===== config.mk =====
export PLATFORM = sky130hd
export DESIGN_NAME = ram_rr_arbiter
export DESIGN_NICKNAME = d
export VERILOG_FILES = /design/src/rtl/ram_rr_arbiter.sv
export SDC_FILE = /design/constraint.sdc
export NUM_CORES = 1
export LEC_CHECK = 0
export BUFFER_PORTS_ARGS = -buffer_cell sky130_fd_sc_hd__buf_2
export CAP_MARGIN = 20
export CORE_AREA = 4 4 165 167
export DETAILED_ROUTE_END_ITERATION = 12
export DIE_AREA = 0 0 169 171
export RECOVER_POWER = 50
export SYNTH_ARGS = -nofsm -noshare
export SYNTH_HDL_FRONTEND = slang
export SYNTH_SLANG_ARGS = --single-unit

===== constraint.sdc =====
create_clock -name CLK -period 2.44 [get_ports CLK]
set_input_delay 0 -clock CLK [delete_from_list [all_inputs] [get_ports CLK]]
set_output_delay 0 -clock CLK [all_outputs]
set_load 0.01 [all_outputs]

===== src/rtl/ram_rr_arbiter.sv =====
// Round-robin arbiter sharing one RAM port between the instruction and data
// request ports of CPUS cores, with a locked grant and a per-transaction watchdog.
module ram_rr_arbiter #(
    parameter int CPUS    = 2,
    parameter int TIMEOUT = 64
) (
    input  logic                CLK,
    input  logic                RST,
    input  logic [CPUS-1:0]     iREN,
    input  logic [CPUS-1:0]     dREN,
    input  logic [CPUS-1:0]     dWEN,
    input  logic [32*CPUS-1:0]  iaddr,
    input  logic [32*CPUS-1:0]  daddr,
    input  logic [32*CPUS-1:0]  dstore,
    output logic [CPUS-1:0]     iwait,
    output logic [CPUS-1:0]     dwait,
    output logic [32*CPUS-1:0]  iload,
    output logic [32*CPUS-1:0]  dload,
    input  logic [1:0]          ramstate,
    input  logic [31:0]         ramload,
    output logic                ramREN,
    output logic                ramWEN,
    output logic [31:0]         ramaddr,
    output logic [31:0]         ramstore,
    output logic [1:0]          gnt_cpu,
    output logic                timeout_err
);

    localparam int IW = (CPUS > 2) ? 2 : 1;
    localparam int CW = $clog2(TIMEOUT) + 1;
    localparam logic [1:0] RAM_ACCESS = 2'd2;

    typedef enum logic [1:0] {
        ST_IDLE = 2'd0,
        ST_XFER = 2'd1,
        ST_DONE = 2'd2
    } state_e;

    typedef enum logic [1:0] {
        SRC_NONE = 2'd0,
        SRC_I    = 2'd1,
        SRC_DR   = 2'd2,
        SRC_DW   = 2'd3
    } src_e;

    state_e          state_q, state_d;
    src_e            gnt_src_q, gnt_src_d;
    logic [IW-1:0]   gnt_cpu_q, gnt_cpu_d;
    logic [IW-1:0]   rr_ptr_q, rr_ptr_d;
    logic [CW-1:0]   cnt_q, cnt_d;

    logic [31:0]     iaddr_a  [CPUS];
    logic [31:0]     daddr_a  [CPUS];
    logic [31:0]     dstore_a [CPUS];

    logic [CPUS-1:0] core_req_s;
    logic [IW-1:0]   win_s;
    logic [IW-1:0]   cand_s;
    logic            found_s;
    src_e            win_src_s;
    logic            gnt_req_s;
    logic            at_limit_s;
    logic            xfer_live_s;
    logic            drop_s;
    logic            drop_i_s;
    logic            drop_d_s;

    for (genvar g = 0; g < CPUS; g++) begin : g_unpack
        assign iaddr_a[g]  = iaddr[32*g +: 32];
        assign daddr_a[g]  = daddr[32*g +: 32];
        assign dstore_a[g] = dstore[32*g +: 32];
    end

    assign core_req_s = iREN | dREN | dWEN;
    assign at_limit_s = (cnt_q == CW'(TIMEOUT - 1));

    // Round-robin scan: first requesting core at or after rr_ptr (index wraps naturally).
    always_comb begin
        win_s   = '0;
        found_s = 1'b0;
        cand_s  = '0;
        for (int i = 0; i < CPUS; i++) begin
            cand_s = rr_ptr_q + IW'(i);
            if (!found_s && core_req_s[cand_s]) begin
                win_s   = cand_s;
                found_s = 1'b1;
            end else begin
                found_s = found_s;
            end
        end
    end

    // Fixed source priority inside the winning core; dWEN with dREN counts as a write.
    always_comb begin
        if (dWEN[win_s]) begin
            win_src_s = SRC_DW;
        end else if (dREN[win_s]) begin
            win_src_s = SRC_DR;
        end else if (iREN[win_s]) begin
            win_src_s = SRC_I;
        end else begin
            win_src_s = SRC_NONE;
        end
    end

    // Is the request bit behind the current grant still asserted?
    always_comb begin
        case (gnt_src_q)
            SRC_I:   gnt_req_s = iREN[gnt_cpu_q];
            SRC_DR:  gnt_req_s = dREN[gnt_cpu_q];
            SRC_DW:  gnt_req_s = dWEN[gnt_cpu_q];
            default: gnt_req_s = 1'b0;
        endcase
    end

    // State and grant registers.
    always_ff @(posedge CLK) begin
        if (RST) begin
            state_q   <= ST_IDLE;
            gnt_src_q <= SRC_NONE;
            gnt_cpu_q <= '0;
            rr_ptr_q  <= '0;
            cnt_q     <= '0;
        end else begin
            state_q   <= state_d;
            gnt_src_q <= gnt_src_d;
            gnt_cpu_q <= gnt_cpu_d;
            rr_ptr_q  <= rr_ptr_d;
            cnt_q     <= cnt_d;
        end
    end

    // Next-state logic; rr_ptr only moves after a completed or aborted transfer.
    always_comb begin
        state_d   = state_q;
        gnt_src_d = gnt_src_q;
        gnt_cpu_d = gnt_cpu_q;
        rr_ptr_d  = rr_ptr_q;
        cnt_d     = cnt_q;
        case (state_q)
            ST_IDLE: begin
                if (|core_req_s) begin
                    gnt_cpu_d = win_s;
                    gnt_src_d = win_src_s;
                    cnt_d     = '0;
                    state_d   = ST_XFER;
                end else begin
                    state_d   = ST_IDLE;
                end
            end
            ST_XFER: begin
                if (!gnt_req_s) begin
                    gnt_src_d = SRC_NONE;
                    state_d   = ST_IDLE;
                end else if (ramstate == RAM_ACCESS) begin
                    state_d   = ST_DONE;
                end else if (at_limit_s) begin
                    state_d   = ST_DONE;
                end else begin
                    cnt_d     = cnt_q + CW'(1);
                end
            end
            ST_DONE: begin
                rr_ptr_d  = gnt_cpu_q + IW'(1);
                gnt_src_d = SRC_NONE;
                state_d   = ST_IDLE;
            end
            default: begin
                gnt_src_d = SRC_NONE;
                state_d   = ST_IDLE;
            end
        endcase
    end

    // RST masks every output so a transfer caught by reset never completes.
    assign xfer_live_s = !RST && (state_q == ST_XFER) && gnt_req_s;

    // RAM-side outputs and completion/abort strobes.
    always_comb begin
        ramREN      = 1'b0;
        ramWEN      = 1'b0;
        ramaddr     = 32'd0;
        ramstore    = 32'd0;
        drop_s      = 1'b0;
        timeout_err = 1'b0;
        if (xfer_live_s) begin
            case (gnt_src_q)
                SRC_I: begin
                    ramREN  = 1'b1;
                    ramaddr = iaddr_a[gnt_cpu_q];
                end
                SRC_DR: begin
                    ramREN  = 1'b1;
                    ramaddr = daddr_a[gnt_cpu_q];
                end
                SRC_DW: begin
                    ramWEN   = 1'b1;
                    ramaddr  = daddr_a[gnt_cpu_q];
                    ramstore = dstore_a[gnt_cpu_q];
                end
                default: begin
                    ramREN = 1'b0;
                end
            endcase
            if (ramstate == RAM_ACCESS) begin
                drop_s = 1'b1;
            end else if (at_limit_s) begin
                timeout_err = 1'b1;
            end else begin
                drop_s = 1'b0;
            end
        end else begin
            drop_s = 1'b0;
        end
    end

    assign drop_i_s = drop_s && (gnt_src_q == SRC_I);
    assign drop_d_s = drop_s && ((gnt_src_q == SRC_DR) || (gnt_src_q == SRC_DW));

    for (genvar g = 0; g < CPUS; g++) begin : g_lane
        assign iwait[g]          = ~(drop_i_s && (gnt_cpu_q == IW'(g)));
        assign dwait[g]          = ~(drop_d_s && (gnt_cpu_q == IW'(g)));
        assign iload[32*g +: 32] = (drop_i_s && (gnt_cpu_q == IW'(g))) ? ramload : 32'd0;
        assign dload[32*g +: 32] = (drop_d_s && (gnt_cpu_q == IW'(g))) ? ramload : 32'd0;
    end

    assign gnt_cpu = 2'(gnt_cpu_q);

endmodule


== Word level (Yosys, flattened, before mapping) ==
Index checks and enable logic that the tools add are counted.
Word-level totals
  word-level logic and storage cells: 116
  input port bits: 234
  bits in registers: 13
  output and inout bits: 201
Cells by class
  muxes and demuxes: 62
  bitwise logic cells: 8
  eq/ne operators: 13
  $lt $le $gt $ge: 5
  reductions and logical operators: 20
  add/subtract/negate cells: 3
Operators with widths (number)
  2-to-1 mux 32 bit: 16
  case mux 32 bit (2 select lines): 1
  2-to-1 mux 1 bit: 30
  2-to-1 mux 7 bit: 4
  2-to-1 mux 2 bit: 7
  case mux 7 bit (2 select lines): 1
  inequality test 2 bit, second input constant: 5
  logical AND 1 bit: 9
  == test 2 bit, second input constant: 4
  < comparator 1 x 2 -> 1 bit, second input constant: 4
  case mux 2 bit (2 select lines): 2
  adder 7 x 1 -> 7 bit, second input constant: 1
  == test 7 x 6 -> 1 bit, second input constant: 1
  OR reduction 2 bit: 3
  NOT 1 bit: 5
  AND reduction 5 bit: 1
  == test 2 x 1 -> 1 bit, second input constant: 2
  inequality test 4 x 3 -> 1 bit, second input constant: 1
  OR 2 bit: 2
  AND reduction 2 bit: 2
  case mux 1 bit (3 select lines): 1
  adder 1 bit, second input constant: 2
  >= comparator 2 bit, second input constant: 1
  zero test 1 bit: 2
  other kinds (4): 4

== Longest topological paths before layout ==
  word-level depth: 15
  gate-level depth with buffers: 8
  mapped depth without buffers: 7

== Worst setup path after synthesis ==
No wires, ideal clock.
  path type: register -> register
  from: register gnt_src_q[0]
  to: register cnt_q[2]
  cell stages (with the launch flop): 9
  period minus slack after synthesis: 1.920 ns
  data arrival time: 1.860 ns
  buffers on the path: 1
  data required time: 2.381 ns
  setup slack: 0.520 ns
  library setup time: 0.059 ns
  path through: dfxtp_1 inv_1 ha_1 or3b_4 a211oi_2 o21ai_2 buf_6 or4_1 nand2_1
Between the ends
  longest elaborated chain between the ends: 4
  elaborated cells on any way between the ends: 6
  those cells by class: eq/ne (4); mux (1); reduce/logical (1)
Ends and longest elaborated chain
  start: declaration: line 47  | src_e gnt_src_q, gnt_src_d;
  start signal: assignment: line 126  | gnt_src_q <= gnt_src_d;
  == test 2 bit / == test 2 x 1 -> 1 bit (equally long branches): line 108  | case (gnt_src_q)
  case mux 1 bit (3 select lines) (*): line 108
  inequality test 2 bit (no line) (*)
  AND reduction 5 bit (no line) (*)
  end signal: assignment: line 129  | cnt_q <= cnt_d;
  end: declaration: line 50  | logic [CW-1:0] cnt_q, cnt_d;
Every way passes the cells marked *; elsewhere a longest branch is shown, timed or not.
A chain may end at the register's enable or synchronous reset.

== Worst setup path after layout ==
  from: register gnt_src_q[0]
  to: output dload[50]
Between the ends
  longest elaborated chain between the ends: 7
  elaborated cells on any way between the ends: 10
  those cells by class: eq/ne (3); mux (3); reduce/logical (4)
Ends and longest elaborated chain
  == test 2 bit / == test 2 x 1 -> 1 bit (equally long branches): line 108, 218
  case mux 1 bit (3 select lines): line 108
  logical AND 1 bit: line 176  | assign xfer_live_s = !RST && (state_q == ST_XFER) && gnt_req_s;
  2-to-1 mux 1 bit: line 186  | if (xfer_live_s) begin
  logical AND 1 bit (*): line 218  | assign drop_d_s = drop_s && ((gnt_src_q == SRC_DR) || (gnt_src_q == SRC_DW));
  logical AND 1 bit (*): line 224  | assign dload[32*g +: 32] = (drop_d_s && (gnt_cpu_q == IW'(g))) ? ramload : 32'd0;
  2-to-1 mux 32 bit (*): line 224
  end: declaration: line 18  | output logic [32*CPUS-1:0] dload,
Marks and branches as above.

==> metrics.csv <==
metric;value;unit
Post-DRT Antenna Nets;0;
wire per inst;14.92;um
Setup Skew;0.0009424;ns
final period demand of the worst path;2.279;ns
share of layout cells above drive strength 1;0.4046;
total grt overflow;0;
FF+latch count, synth;13;
Area contributors post-synth;mux2i_1, nor2_1, dfxtp_1, and2_1, o22ai_1;
FF+latch area;264.0;sq um
GRT Util Overall;0.1100;
status;completed;
final hold vios;0;
area delta synth->final;78.19;%
multi-input logic area;2693;sq um
Sink Count;13;
routed wire length;18.69;mm
top-area cell type share of the netlist area;0.3055;
RSZ-0062 raised after global routing;no;
Synth Warn #;0;
Post-CTS Setup Inserts;0;
TritonCTS clock tree;done;
DRT iter0 DRCs;182;
max_slew headroom;0.3896;
first-pass GRT wire length;25.68;mm
Util after Layout;0.2198;
FFs w/ async S/R, synth;0;
Total Power;0.001063;W
IO Pins;435;
Critical Path Slowest Stage Cell;dfxtp_1;
non-filler instance count after layout;1253;
GP Congestion;0.7818;
Filler cells;2964;
Via Count;5186;
die width;169;um
Hold Crit Class;input port to flop;
drt via density;4.139;
Detailed Place HPWL;15.81;mm
pwr/cell area;187.7;nW/um^2
CTS root buffer;clkbuf_16;
largest net degree at the start of global routing;76;
CP Launch Type;flop;
Starting Density;0.1234;
CTS buffer count;3;
synthesized netlist net count;749;
critical path arrival;2.28;ns
final setup vio count;0;
Synth area leader;mux2i_1;
Clock Latency Late Sink;0.24;ns
Longest Clk Path Bufs;2;
Final nets;1157;
die area;28900;sq um
Sw Pwr;0.0003642;W
FMAX;0.4388;GHz
H-tree depth;1;
sequential share of the synthesized area;0.08189;
final worst-path cycle share;0.9340;
switching part of the total power;0.3425;
max-slew violation count;0;
cell-internal power;0.0006990;W
DRC viols;0;
Top FF cell, synth;dfxtp_1;
worst vdd ir;0.1533;mV
Post-synth EDFFs;0;
max_cap viols;0;
Syn Area/Cell;6.231;sq um
# rows;59;
Distinct cells, synth;46;
Worst Setup Path Type;flop to primary output;
crit path capture type;primary output;
Slew @ Worst Pin;0.9156;ns
dpl cells;1248;
die height;171;um
cell chain of the critical path;inv_1, ha_1, nor3b_1, nand2_1, a211o_1, clkbuf_4, nor2_1, clkbuf_1;
Mapped Cells;510;
first-pass detailed-route iteration total;5;
Core ar.;25760;sq um
synthesized area;3178;sq um
# port buffers;433;
Worst Path Max Fanout;32;
Logic pwr share;0.499;
initial antenna violation count;6;
Req. time, crit path;2.44;ns
hold slack;0.1145;ns
largest stage delay on the critical path;0.36;ns
Setup TNS;0;ns
Clk network pwr share;0.291;
sequential power share;0.210;
Leak;2.553;nW
Worst-path clk slew;0.04;ns
vias in the first global route;4937;
[cells in the mapped netlist (2+ instances only)]
| cell type | instances |
|---|---|
| buf_4 | 2 |
| a21oi_1 | 8 |
| o21ai_0 | 8 |
| o211ai_1 | 2 |
| inv_1 | 11 |
| mux2i_1 | 97 |
| or3_1 | 7 |
| a2111o_1 | 2 |
| nand3_1 | 4 |
| nor2b_1 | 2 |
| nor2_1 | 169 |
| buf_2 | 14 |
| and2_1 | 34 |
| buf_1 | 3 |
| or2_2 | 2 |
| o22ai_1 | 32 |
| clkbuf_1 | 22 |
| nor3_2 | 2 |
| nand2_1 | 43 |
| dfxtp_1 | 13 |
| ha_1 | 5 |
| nand2b_1 | 3 |
| a22oi_1 | 2 |
[cells by family after synthesis]
kind of cell    share of synthesized area
compound gates                     0.1378
flops                             0.08189
mux                                0.3091
fa+ha+maj                         0.01969
other cells                      0.001180
xor+xnor                         0.002756
simple gates                       0.3748
buf+inv                           0.07283
[registers in the layout (all words and copies together) (netlist names)]
register and flops:
cnt_q 7, gnt_cpu_q 1, gnt_src_q 2, rr_ptr_q 1
state_q 2
[metrics by stage]
stage | instance area (sq um) | setup WS, ns
CTS | 5782 | 0.1666
detailed placement | 5703 | 0.4196
floorplan | 3178 | 0.5203
global placement | 5703 | 0.4616
global route | 5663 | 0.02431
finish | 5663 | 0.1610
[what timing repair did]
item	CTS	global route
gates resized for setup	0	1
endpoints found under the hold margin	0	0
endpoints found under the setup margin	0	2
hold buffers	0	0
[routing by layer]
metal,share of wire,GRT usage,vias to the layer above
met3,0.10,0.02010,31
met4,0.024,0.03220,4
met1,0.37,0.1234,2284
met2,0.50,0.2112,324
met5,0.00075,0,-
li1,-,-,2543
[critical path, delay by kind of cell (launching register included)]
family | cells | cell delay [ns]
and+or+nand+nor | 3 | 0.61
DFF | 1 | 0.36
buffers and inverters | 3 | 0.55
adders and majority gates | 1 | 0.21
AOI/OAI and AO/OA | 1 | 0.29
[layout make-up]
type | instances | share of cell area
diodes | 1 | 0.0004419
clock buffers | 4 | 0.01392
inverters | 11 | 0.007291
multi-input cells | 444 | 0.4755
flip-flops and latches | 13 | 0.04662
well taps | 335 | 0.07402
repair buffers | 445 | 0.3822
[cell usage in the layout, fill, tap and decap left out, types with 3 or more instances in the layout]
cell	count
o22ai_1	32
buf_2	345
nand3_1	4
a21oi_1	8
buf_4	7
dfxtp_1	12
clkbuf_16	3
nand2b_1	3
ha_1	5
o21ai_0	7
inv_1	11
clkbuf_1	88
clkbuf_4	3
and2_1	34
nor2_1	167
mux2i_1	97
or3_1	7
nand2_1	43
[final timing paths]
path                startpoint         end  slack [ns]  cells past startpoint
setup / recovery  gnt_src_q[0]   dload[50]        0.16                      8
hold / removal             RST  state_q[0]        0.11                      2
setup reg to reg  gnt_src_q[0]    cnt_q[5]        0.29                      7
hold reg to reg       cnt_q[6]    cnt_q[6]        0.44                      1
[power groups by stage]
stage | combinational [W] | clock, W | sequential [W]
final | 0.000530 | 0.000309 | 0.000224
after global routing | 0.000580 | 0.000316 | 0.000225
after CTS | 0.000536 | 0.000309 | 0.000224
after detailed placement | 0.000534 | 0 | 0.000228
after global placement | 0.000529 | 0 | 0.000227
after floorplan | 0.000253 | 0 | 0.000226
(Power assumes the default switching activity.)
